===== src/rtl/mux_arb_pkg.sv =====
// Shared types and constants for the 4-way round-robin mux arbiter.
//   arb_state_t : FSM state encoding (IDLE, GRANT)
//   NREQ, IDXW  : requester count and index width
//   idx_t       : requester / mux-select index
//   idx2onehot  : index to one-hot grant vector
package mux_arb_pkg;

  localparam int NREQ = 4;
  localparam int IDXW = 2;

  typedef enum logic {IDLE, GRANT} arb_state_t;

  typedef logic [IDXW-1:0] idx_t;

  function automatic logic [NREQ-1:0] idx2onehot(input idx_t idx);
    logic [NREQ-1:0] oh;
    oh = '0;
    oh[idx] = 1'b1;
    return oh;
  endfunction

endpackage


===== src/rtl/mux_rr_arbiter_rr_pick.sv =====
// Combinational round-robin pick.
//   req   : request vector, bit i = requester i
//   ptr   : last-granted index; scan starts at ptr+1
//   valid : at least one request present
//   pick  : first requester found scanning ptr+1, ptr+2, ptr+3, ptr (mod 4)
module rr_pick
  import mux_arb_pkg::*;
(
  input  logic [NREQ-1:0] req,
  input  idx_t            ptr,
  output logic            valid,
  output idx_t            pick
);

  logic [NREQ-1:0] rot;
  idx_t            off;
  logic            found;

  // Rotate so that rot[0] is the requester right after ptr, take the lowest
  // set bit as a fixed-priority winner, then rotate the offset back.
  always_comb begin
    rot   = '0;
    off   = '0;
    found = 1'b0;
    for (int unsigned i = 0; i < NREQ; i++) begin
      rot[i] = req[idx_t'(ptr + idx_t'(1) + idx_t'(i))];
    end
    for (int unsigned i = 0; i < NREQ; i++) begin
      if (!found && rot[i]) begin
        found = 1'b1;
        off   = idx_t'(i);
      end
    end
    valid = found;
    pick  = idx_t'(ptr + idx_t'(1) + off);
  end

endmodule


===== src/rtl/mux_rr_arbiter.sv =====
// Round-robin arbiter sharing one 4:1 select mux between four requesters.
// Requester i maps to mux input i ({s1,s0}: 00=aa, 01=bb, 10=cc, 11=dd).
// Each grant is held for at least HOLD_CYCLES cycles; no preemption.
//   clk  : system clock, rising edge
//   rst  : synchronous active-high reset
//   req  : request per requester
//   gnt  : registered one-hot grant, zero when no owner
//   s0   : registered mux select LSB
//   s1   : registered mux select MSB
//   busy : high while a grant is active
module mux_rr_arbiter
  import mux_arb_pkg::*;
#(
  parameter int HOLD_CYCLES = 2
) (
  input  logic            clk,
  input  logic            rst,
  input  logic [NREQ-1:0] req,
  output logic [NREQ-1:0] gnt,
  output logic            s0,
  output logic            s1,
  output logic            busy
);

  localparam int            CW       = $clog2(HOLD_CYCLES + 1);
  localparam logic [CW-1:0] HOLD_MAX = CW'(HOLD_CYCLES - 1);

  arb_state_t    state;
  idx_t          ptr;
  logic [CW-1:0] cnt;
  logic          pick_valid;
  idx_t          pick;

  rr_pick u_pick (
    .req   (req),
    .ptr   (ptr),
    .valid (pick_valid),
    .pick  (pick)
  );

  // s0/s1 are deliberately left untouched on release so the mux keeps the
  // last owner's input selected while idle.
  always_ff @(posedge clk) begin
    if (rst) begin
      state <= IDLE;
      gnt   <= '0;
      s0    <= 1'b0;
      s1    <= 1'b0;
      busy  <= 1'b0;
      ptr   <= idx_t'(NREQ - 1);
      cnt   <= '0;
    end else begin
      case (state)
        IDLE: begin
          if (pick_valid) begin
            state    <= GRANT;
            gnt      <= idx2onehot(pick);
            {s1, s0} <= pick;
            ptr      <= pick;
            cnt      <= '0;
            busy     <= 1'b1;
          end
        end
        GRANT: begin
          if (cnt == HOLD_MAX && !req[ptr]) begin
            state <= IDLE;
            gnt   <= '0;
            busy  <= 1'b0;
          end else if (cnt != HOLD_MAX) begin
            cnt <= cnt + 1'b1;
          end
        end
        default: begin
          state <= IDLE;
          gnt   <= '0;
          busy  <= 1'b0;
        end
      endcase
    end
  end

endmodule


===== config.mk =====
export PLATFORM = sky130hd
export DESIGN_NAME = mux_rr_arbiter
export DESIGN_NICKNAME = d
export VERILOG_FILES = /design/src/rtl/mux_arb_pkg.sv /design/src/rtl/mux_rr_arbiter_rr_pick.sv /design/src/rtl/mux_rr_arbiter.sv
export SDC_FILE = /design/constraint.sdc
export NUM_CORES = 1
export LEC_CHECK = 0
export CORE_MARGIN = 3
export CORE_UTILIZATION = 45
export CTS_CLUSTER_DIAMETER = 50
export DETAILED_ROUTE_END_ITERATION = 7
export PLACE_DENSITY_LB_ADDON = 0.2
export SYNTH_ARGS = -nofsm -noshare
export SYNTH_HDL_FRONTEND = slang
export SYNTH_HIERARCHICAL = 1
export SYNTH_SLANG_ARGS = --single-unit

===== constraint.sdc =====
create_clock -name clk -period 2.2 [get_ports clk]
set_input_delay 0.33 -clock clk [delete_from_list [all_inputs] [get_ports clk]]
set_output_delay 0.33 -clock clk [all_outputs]
set_load 0.01 [all_outputs]

; Yosys cells after proc, flatten, opt, wreduce, memory -nomap -nowiden
; Cells that the tools add are included.
[classes]
reduce_logical = 12
n_mux = 32
eq_ne = 6
add_sub_neg = 6
order_cmp = 7
n_bitwise = 1
[ops]
columns = operator, n
row1 = $lt A2 B3 Y1 const B, 6
row2 = $mux W1, 15
row3 = $bmux W1 S2, 5
row4 = $mux W2, 5
row5 = $mux W4, 2
row6 = $pmux W4 S2, 1
row7 = $add A2 B1 Y2 const B, 3
row8 = $ne A2 B1 Y1 const B, 3
row9 = $logic_and A1 B1 Y1, 5
row10 = $add A2 B2 Y2 const B, 2
row11 = $logic_not A1 Y1, 4
row12 = $ne A2 B2 Y1 const B, 2
row13 = $pmux W1 S2, 2
row14 = $pmux W2 S2, 1
row15 = $reduce_and A2 Y1, 2
row16 = $reduce_and A3 Y1, 1
row17 = $add A2 B2 Y2, 1
row18 = $demux W1 S2, 1
row19 = $eq A2 B1 Y1 const B, 1
row20 = $ge A2 B1 Y1 const B, 1
row21 = $not A1 Y1, 1
[word_totals]
reg_bits = 12
inputBits = 6
elab_cells = 71
out_inout_bits = 7

; Depth between registers and ports, before layout
; Gate-level depths: netlist of run 1.
[logic_depth]
word_depth = 20
mapped_depth = 13
mapped_depth_nobuf = 12

; Modules after synthesis
; Netlist of run 1, hierarchy kept.
[by_module_without_submodules]
columns = module, area_each_um2, seq_area_each_um2, n_inst, cells_each
row1 = mux_rr_arbiter, 525.5, 240.2, 1, 57
row2 = rr_pick, 212.7, 0.0, 1, 32

; Worst setup path after synthesis of run 1
; No wires, ideal clock.
[synth_path]
kind = register -> register
from = reg ptr[0]
to = reg gnt[0]
setup_ns = 0.067
synth_period_minus_slack_ns = 2.401
path_slack_ns = -0.201
required_time_ns = 2.133
arrival_time_ns = 2.334
n_path_buf = 1
stages_incl_launch_ff = 12
cell_sequence = dfxtp_1 > buf_6 > nor2_2 > a221oi_2 > a21oi_1 > a211o_1 > ha_1 > xor2_1 > xnor2_1 > xnor2_1 > or4_4 > o21ai_2
[synth_between]
elab_chain_cells = 20
word_cells_on_any_way = 40
cone_classes = add/sub (5) / order compare (2) / eq/ne (2) / mux (21) / reduce/logical (10)
[synth_rtl]
columns = item, line
row1 = start: declaration, mux_rr_arbiter.sv:29  ; idx_t ptr;
row2 = start signal: assignment, mux_rr_arbiter.sv:50  ; ptr <= idx_t'(NREQ - 1);
row3 = start signal: assignment, mux_rr_arbiter.sv:59  ; ptr <= pick;
row4 = $add A2 B1 Y2 *, "mux_rr_arbiter_rr_pick.sv:26, mux_rr_arbiter_rr_pick.sv:35"
row5 = branches (longest 12 deep; another with $add A2 B1 Y2), --
row6 = $add A2 B2 Y2 *, mux_rr_arbiter_rr_pick.sv:35  ; pick = idx_t'(ptr + idx_t'(1) + off);
row7 = via pick[1], mux_rr_arbiter.sv:32  ; idx_t pick;
row8 = $lt A2 B3 Y1 (implied by the code) / $ge A2 B1 Y1 (equally long branches), mux_arb_pkg.sv:18  ; oh[idx] = 1'b1;
row9 = $logic_and A1 B1 Y1 (implied by the code), mux_arb_pkg.sv:18
row10 = $mux W1 (implied by the code), mux_arb_pkg.sv:18
row11 = $demux W1 S2 *, mux_arb_pkg.sv:18
row12 = $mux W4 *, mux_rr_arbiter.sv:55  ; if (pick_valid) begin
row13 = $pmux W4 S2 *, mux_rr_arbiter.sv:53  ; case (state)
row14 = end signal: assignment, mux_rr_arbiter.sv:57  ; gnt <= idx2onehot(pick);
row15 = end: declaration, mux_rr_arbiter.sv:19  ; output logic [NREQ-1:0] gnt,
; Mark *: on every way through the listed nets, which the timed path passes. The select of a mux whose other input is x is not followed.
; A chain may end at the register's enable or synchronous reset.

; Final worst setup path of run 1
[layout_path]
from = in req[2]
to = reg gnt[0]
[layout_between]
elab_chain_cells = 19
word_cells_on_any_way = 36
cone_classes = add/sub (1) / order compare (2) / eq/ne (2) / mux (21) / reduce/logical (10)
[layout_rtl]
columns = item, line
row1 = start: declaration, mux_rr_arbiter.sv:18  ; input logic [NREQ-1:0] req,
row2 = $bmux W1 S2, mux_rr_arbiter_rr_pick.sv:26  ; rot[i] = req[idx_t'(ptr + idx_t'(1) + idx_t'(i))];
row3 = $mux W1 (implied by the code), mux_rr_arbiter_rr_pick.sv:26
row4 = $mux W1, mux_rr_arbiter_rr_pick.sv:29  ; if (!found && rot[i]) begin
row5 = $logic_not A1 Y1, mux_rr_arbiter_rr_pick.sv:29
row6 = $logic_and A1 B1 Y1, mux_rr_arbiter_rr_pick.sv:29
row7 = $mux W1, mux_rr_arbiter_rr_pick.sv:29
row8 = $logic_not A1 Y1, mux_rr_arbiter_rr_pick.sv:29
row9 = $logic_and A1 B1 Y1, mux_rr_arbiter_rr_pick.sv:29
row10 = [4 not listed], --
row11 = $add A2 B2 Y2 *, mux_rr_arbiter_rr_pick.sv:35
row12 = via pick[1], mux_rr_arbiter.sv:32
row13 = $lt A2 B3 Y1 (implied by the code) / $ge A2 B1 Y1 (equally long branches), mux_arb_pkg.sv:18
row14 = $logic_and A1 B1 Y1 (implied by the code), mux_arb_pkg.sv:18
row15 = $mux W1 (implied by the code), mux_arb_pkg.sv:18
row16 = $demux W1 S2 *, mux_arb_pkg.sv:18
row17 = $mux W4 *, mux_rr_arbiter.sv:55
row18 = $pmux W4 S2 *, mux_rr_arbiter.sv:53
; The timed path passes the listed nets; every way through them passes the cells marked *. The select of a mux whose other input is x is not followed.

==> run_summary.xml, run 1 <==
<?xml version="1.0" encoding="UTF-8"?>
<metrics>
  <group name="status">
    <metric name="status" unit="">finished, violations left</metric>
    <metric name="violations" unit="">negative setup slack</metric>
  </group>
  <group name="worst_setup_path">
    <metric name="critPathArrivalTime" unit="ps">2530</metric>
    <metric name="critPathMaxFanout" unit="">3</metric>
    <metric name="reg2reg_setup_slack" unit="ps">-110</metric>
    <metric name="worst_r2r_startpoint" unit="">ptr[0]$_SDFFE_PP1P_</metric>
    <metric name="crit_path_start_kind" unit="">input pin</metric>
    <metric name="worstSetupPathType" unit="">in -&gt; reg</metric>
    <metric name="end_kind" unit="">register</metric>
    <metric name="worst_setup_path_startpoint" unit="">req[2]</metric>
    <metric name="worst-endpoint-required" unit="ps">2410</metric>
  </group>
  <group name="timing">
    <metric name="final_critical_path_setup_slack" unit="ps">-120</metric>
    <metric name="clock.fmax" unit="GHz">0.431</metric>
    <metric name="grt_setup_unrepaired" unit="">yes</metric>
    <metric name="finalSetupViolCount" unit="">2</metric>
    <metric name="setup_total_negative_slack" unit="ps">-233</metric>
    <metric name="relSlewSlack" unit="">0.726</metric>
    <metric name="final.period_utilization" unit="">1.05</metric>
    <metric name="tightest_slew" unit="ps">409</metric>
    <metric name="hold_violations" unit="">0</metric>
    <metric name="slew_viol_final" unit="">0</metric>
    <metric name="final.min_clock_period" unit="ps">2320</metric>
    <metric name="timing.hold.ws" unit="ps">469</metric>
    <metric name="clock-skew-final" unit="ps">5.42</metric>
  </group>
  <group name="clock_network">
    <metric name="clock-sinks" unit="">12</metric>
    <metric name="clock_tree.root_cell" unit="">sky130_fd_sc_hd__clkbuf_4</metric>
    <metric name="cts_max_path_buffers" unit="">2</metric>
    <metric name="cts.hold.buffers_added" unit="">0</metric>
    <metric name="cts_tree" unit="">yes</metric>
    <metric name="clkSlewWorstSetupHoldPaths" unit="ps">80</metric>
    <metric name="cts_htree_levels" unit="">1</metric>
    <metric name="worst_skew_pair_latency" unit="ps">280</metric>
    <metric name="numCtsBuffers" unit="">3</metric>
  </group>
  <group name="layout">
    <metric name="layout.nets" unit="">123</metric>
    <metric name="final_common_cell" unit="">sky130_fd_sc_hd__buf_4</metric>
    <metric name="multiInputGateArea" unit="um2">495</metric>
    <metric name="syn_to_final_growth" unit="%">39.5</metric>
    <metric name="design_area" unit="mm2">0.00103</metric>
    <metric name="layout.cells.most_common_list" unit="">sky130_fd_sc_hd__buf_4, sky130_fd_sc_hd__nor2_1, sky130_fd_sc_hd__nand2_1, sky130_fd_sc_hd__dfxtp_1, sky130_fd_sc_hd__clkdlybuf4s50_1</metric>
    <metric name="fillCellCount" unit="">113</metric>
    <metric name="layout.area.seq" unit="um2">244</metric>
    <metric name="drive_above_1_share" unit="">0.333</metric>
    <metric name="n_antenna_cell" unit="">0</metric>
  </group>
  <group name="synth">
    <metric name="ys_warns" unit="">6</metric>
    <metric name="post_synth_num_cell_types" unit="">38</metric>
    <metric name="synth-seq-area-share" unit="">0.325</metric>
    <metric name="synth-seq-cells" unit="">12</metric>
    <metric name="postSynthCellCount" unit="">89</metric>
    <metric name="synth_area" unit="um2">738</metric>
    <metric name="syn_avg_cell_area" unit="um2">8.29</metric>
    <metric name="postSynthNetCount" unit="">97</metric>
  </group>
  <group name="routing">
    <metric name="detail_route.wl_per_cell" unit="um">14.7</metric>
    <metric name="drt_iter0_markers" unit="">12</metric>
    <metric name="topRoutingLayerUsed" unit="">met4</metric>
    <metric name="met2_wirelength" unit="um">970</metric>
    <metric name="via_per_inst" unit="">5.68</metric>
    <metric name="m1WireLength" unit="um">818</metric>
    <metric name="wl_met3" unit="um">71</metric>
    <metric name="remaining_drc_errors" unit="">0</metric>
    <metric name="wl" unit="um">1900</metric>
    <metric name="drtAntennaViolNets" unit="">0</metric>
    <metric name="dr.pass1.iters" unit="">4</metric>
    <metric name="via_count" unit="">733</metric>
  </group>
  <group name="pwr">
    <metric name="power.static_leakage" unit="nW">0.416</metric>
    <metric name="clkPwrFrac" unit="">0.207</metric>
    <metric name="p_comb_frac" unit="">0.468</metric>
    <metric name="power" unit="W">0.000864</metric>
    <metric name="seq_power_share" unit="">0.326</metric>
    <metric name="netSwitchingPower" unit="W">0.000292</metric>
    <metric name="power.switching_fraction" unit="">0.338</metric>
    <metric name="internal_power" unit="W">0.000571</metric>
    <metric name="max_vdd_drop" unit="V">0.000633</metric>
    <metric name="power_per_cell_area" unit="mW/mm2">839</metric>
  </group>
  <group name="die">
    <metric name="die_width" unit="um">46.5</metric>
    <metric name="placementRows" unit="">13</metric>
    <metric name="top_level_ports" unit="">13</metric>
    <metric name="core_area" unit="mm2">0.00142</metric>
    <metric name="die_height" unit="um">46.5</metric>
    <metric name="initial_core_util" unit="">0.522</metric>
    <metric name="die_area" unit="mm2">0.00216</metric>
  </group>
  <group name="placed_design">
    <metric name="placement.setup.worst_slack" unit="ps">-578</metric>
    <metric name="io_buffers" unit="">12</metric>
    <metric name="rd_place_congestion" unit="">0.827</metric>
    <metric name="dp_hpwl" unit="um">1240</metric>
    <metric name="placed_cell_area" unit="um2">948</metric>
  </group>
  <group name="global_route">
    <metric name="globalRouteOverflowTotal" unit="">0</metric>
    <metric name="first_pass_grt_wire_length" unit="um">3160</metric>
    <metric name="antenna_violations_before_repair" unit="">0</metric>
    <metric name="grt_pass1_vias" unit="">737</metric>
    <metric name="grt_max_degree" unit="">11</metric>
    <metric name="grtUsageTotal" unit="">0.207</metric>
  </group>
  <group name="worst_hold_path">
    <metric name="min-delay-start" unit="">gnt[2]$_SDFFE_PP0P_</metric>
    <metric name="holdCritPathClass" unit="">reg -&gt; reg</metric>
  </group>
  <group name="job">
    <metric name="total_of_max_cap_violations" unit="">0</metric>
  </group>
</metrics>
==> worst paths after layout <==
path | end | cells after the start
worst max-delay path | gnt[0]$_SDFFE_PP0P_ | 12
worst min-delay path | gnt[2]$_SDFFE_PP0P_ | 2
worst max register to register | gnt[0]$_SDFFE_PP0P_ | 11
worst min register to register | gnt[2]$_SDFFE_PP0P_ | 2
==> logic make-up (layout without fill, tap and decap cells) <==
kind of cell | Yosys count | count (layout) | synth area share
AO/OA/AOI/OAI | 22 | 22 | 0.217
XOR/XNOR | 3 | 3 | 0.0356
adder cells (fa/ha/maj) | 2 | 2 | 0.0339
buffers and inverters | 8 | 33 | 0.0661
flip-flops | 12 | 12 | 0.325
multiplexers | 3 | 3 | 0.0441
AND/OR/NAND/NOR | 39 | 39 | 0.278
==> cells in the mapped netlist (all sizes together) <==
| cell | instances | area share |
|---|---|---|
| nor2 | 13 | 0.069 |
| dfxtp | 12 | 0.33 |
| nand2 | 12 | 0.061 |
| a21oi | 8 | 0.054 |
| buf | 4 | 0.044 |
| o21ai | 4 | 0.032 |
| inv | 3 | 0.015 |
| ha | 2 | 0.034 |
| mux2 | 2 | 0.031 |
| nand2b | 2 | 0.017 |
| nor4 | 2 | 0.025 |
| o221ai | 2 | 0.032 |
| o22ai | 2 | 0.025 |
| or3b | 2 | 0.024 |
| xnor2 | 2 | 0.024 |
| a211o | 1 | 0.012 |
| a221oi | 1 | 0.020 |
| a31oi | 1 | 0.0085 |
| and2 | 1 | 0.010 |
| and2b | 1 | 0.012 |
| clkbuf | 1 | 0.0068 |
| mux2i | 1 | 0.014 |
| nand3 | 1 | 0.0068 |
| nand3b | 1 | 0.010 |
| nor2b | 1 | 0.012 |
| nor3 | 1 | 0.0068 |
| o211ai | 1 | 0.010 |
| o21a | 1 | 0.010 |
| o32ai | 1 | 0.012 |
| or3 | 1 | 0.0085 |
| or4 | 1 | 0.015 |
| xor2 | 1 | 0.012 |
==> repair_timing <==
| action | 4_1_cts | 5_1_grt |
|---|---|---|
| endpoints found under the setup margin | 6 | 6 |
| pin swaps | 5 | 3 |
| resized for setup | 8 | 6 |
| buffers inserted | 1 | 0 |
==> power groups by stage <==
stage	clock network, W	logic (W)	registers (W)
5_1_grt	0.000191	0.000434	0.000286
2_1_floorplan	0	0.000182	0.000291
3_5_place_dp	0	0.000351	0.000284
4_1_cts	0.000178	0.000363	0.000281
6_report	0.000178	0.000404	0.000281
3_3_place_gp	0	0.000342	0.000282
==> sequential cells by signal, summed over array words and instances (netlist names) <==
name	cells
cnt	2
state	1
s0	1
busy	1
s1	1
ptr	2
gnt	4
==> critical path, stage by stage <==
cell and delay (ps):
sky130_fd_sc_hd__dlygate4sd2_1 280, sky130_fd_sc_hd__buf_4 160, sky130_fd_sc_hd__nor2_1 180, sky130_fd_sc_hd__nor4_2 60, sky130_fd_sc_hd__a211o_1 270, sky130_fd_sc_hd__ha_2 180
sky130_fd_sc_hd__xor2_2 140, sky130_fd_sc_hd__xnor2_1 170, sky130_fd_sc_hd__xnor2_1 120, sky130_fd_sc_hd__buf_4 150, sky130_fd_sc_hd__or4_4 410, sky130_fd_sc_hd__o21ai_2 60
==> routing by layer <==
layer	GRT usage	up-vias
li1	-	362
met1	0.245	346
met2	0.352	21
met3	0.0352	4
met4	0.108	0
met5	0	-
==> cell type report <==
cell class	count	area share
repair buffers	26	0.217
clock buffers	4	0.0352
inverters	3	0.0109
well taps	15	0.0182
flip-flops and latches	12	0.237
multi-input cells	69	0.481
==> stage by stage <==
stage / std cells / util
2_1_floorplan: 89 / -
3_3_place_gp: 125 / 0.670
3_5_place_dp: 125 / 0.670
4_1_cts: 129 / 0.704
5_1_grt: 129 / 0.728
6_report: 129 / 0.728
Note: power is estimated with default switching activity, not from simulation.
==> run 2: changes to the inputs <==
- CTS_CLUSTER_SIZE: not set -> 30
==> results of run 2 <==
Same layout as run 1: the final DEF is identical, and so are final timing and power.
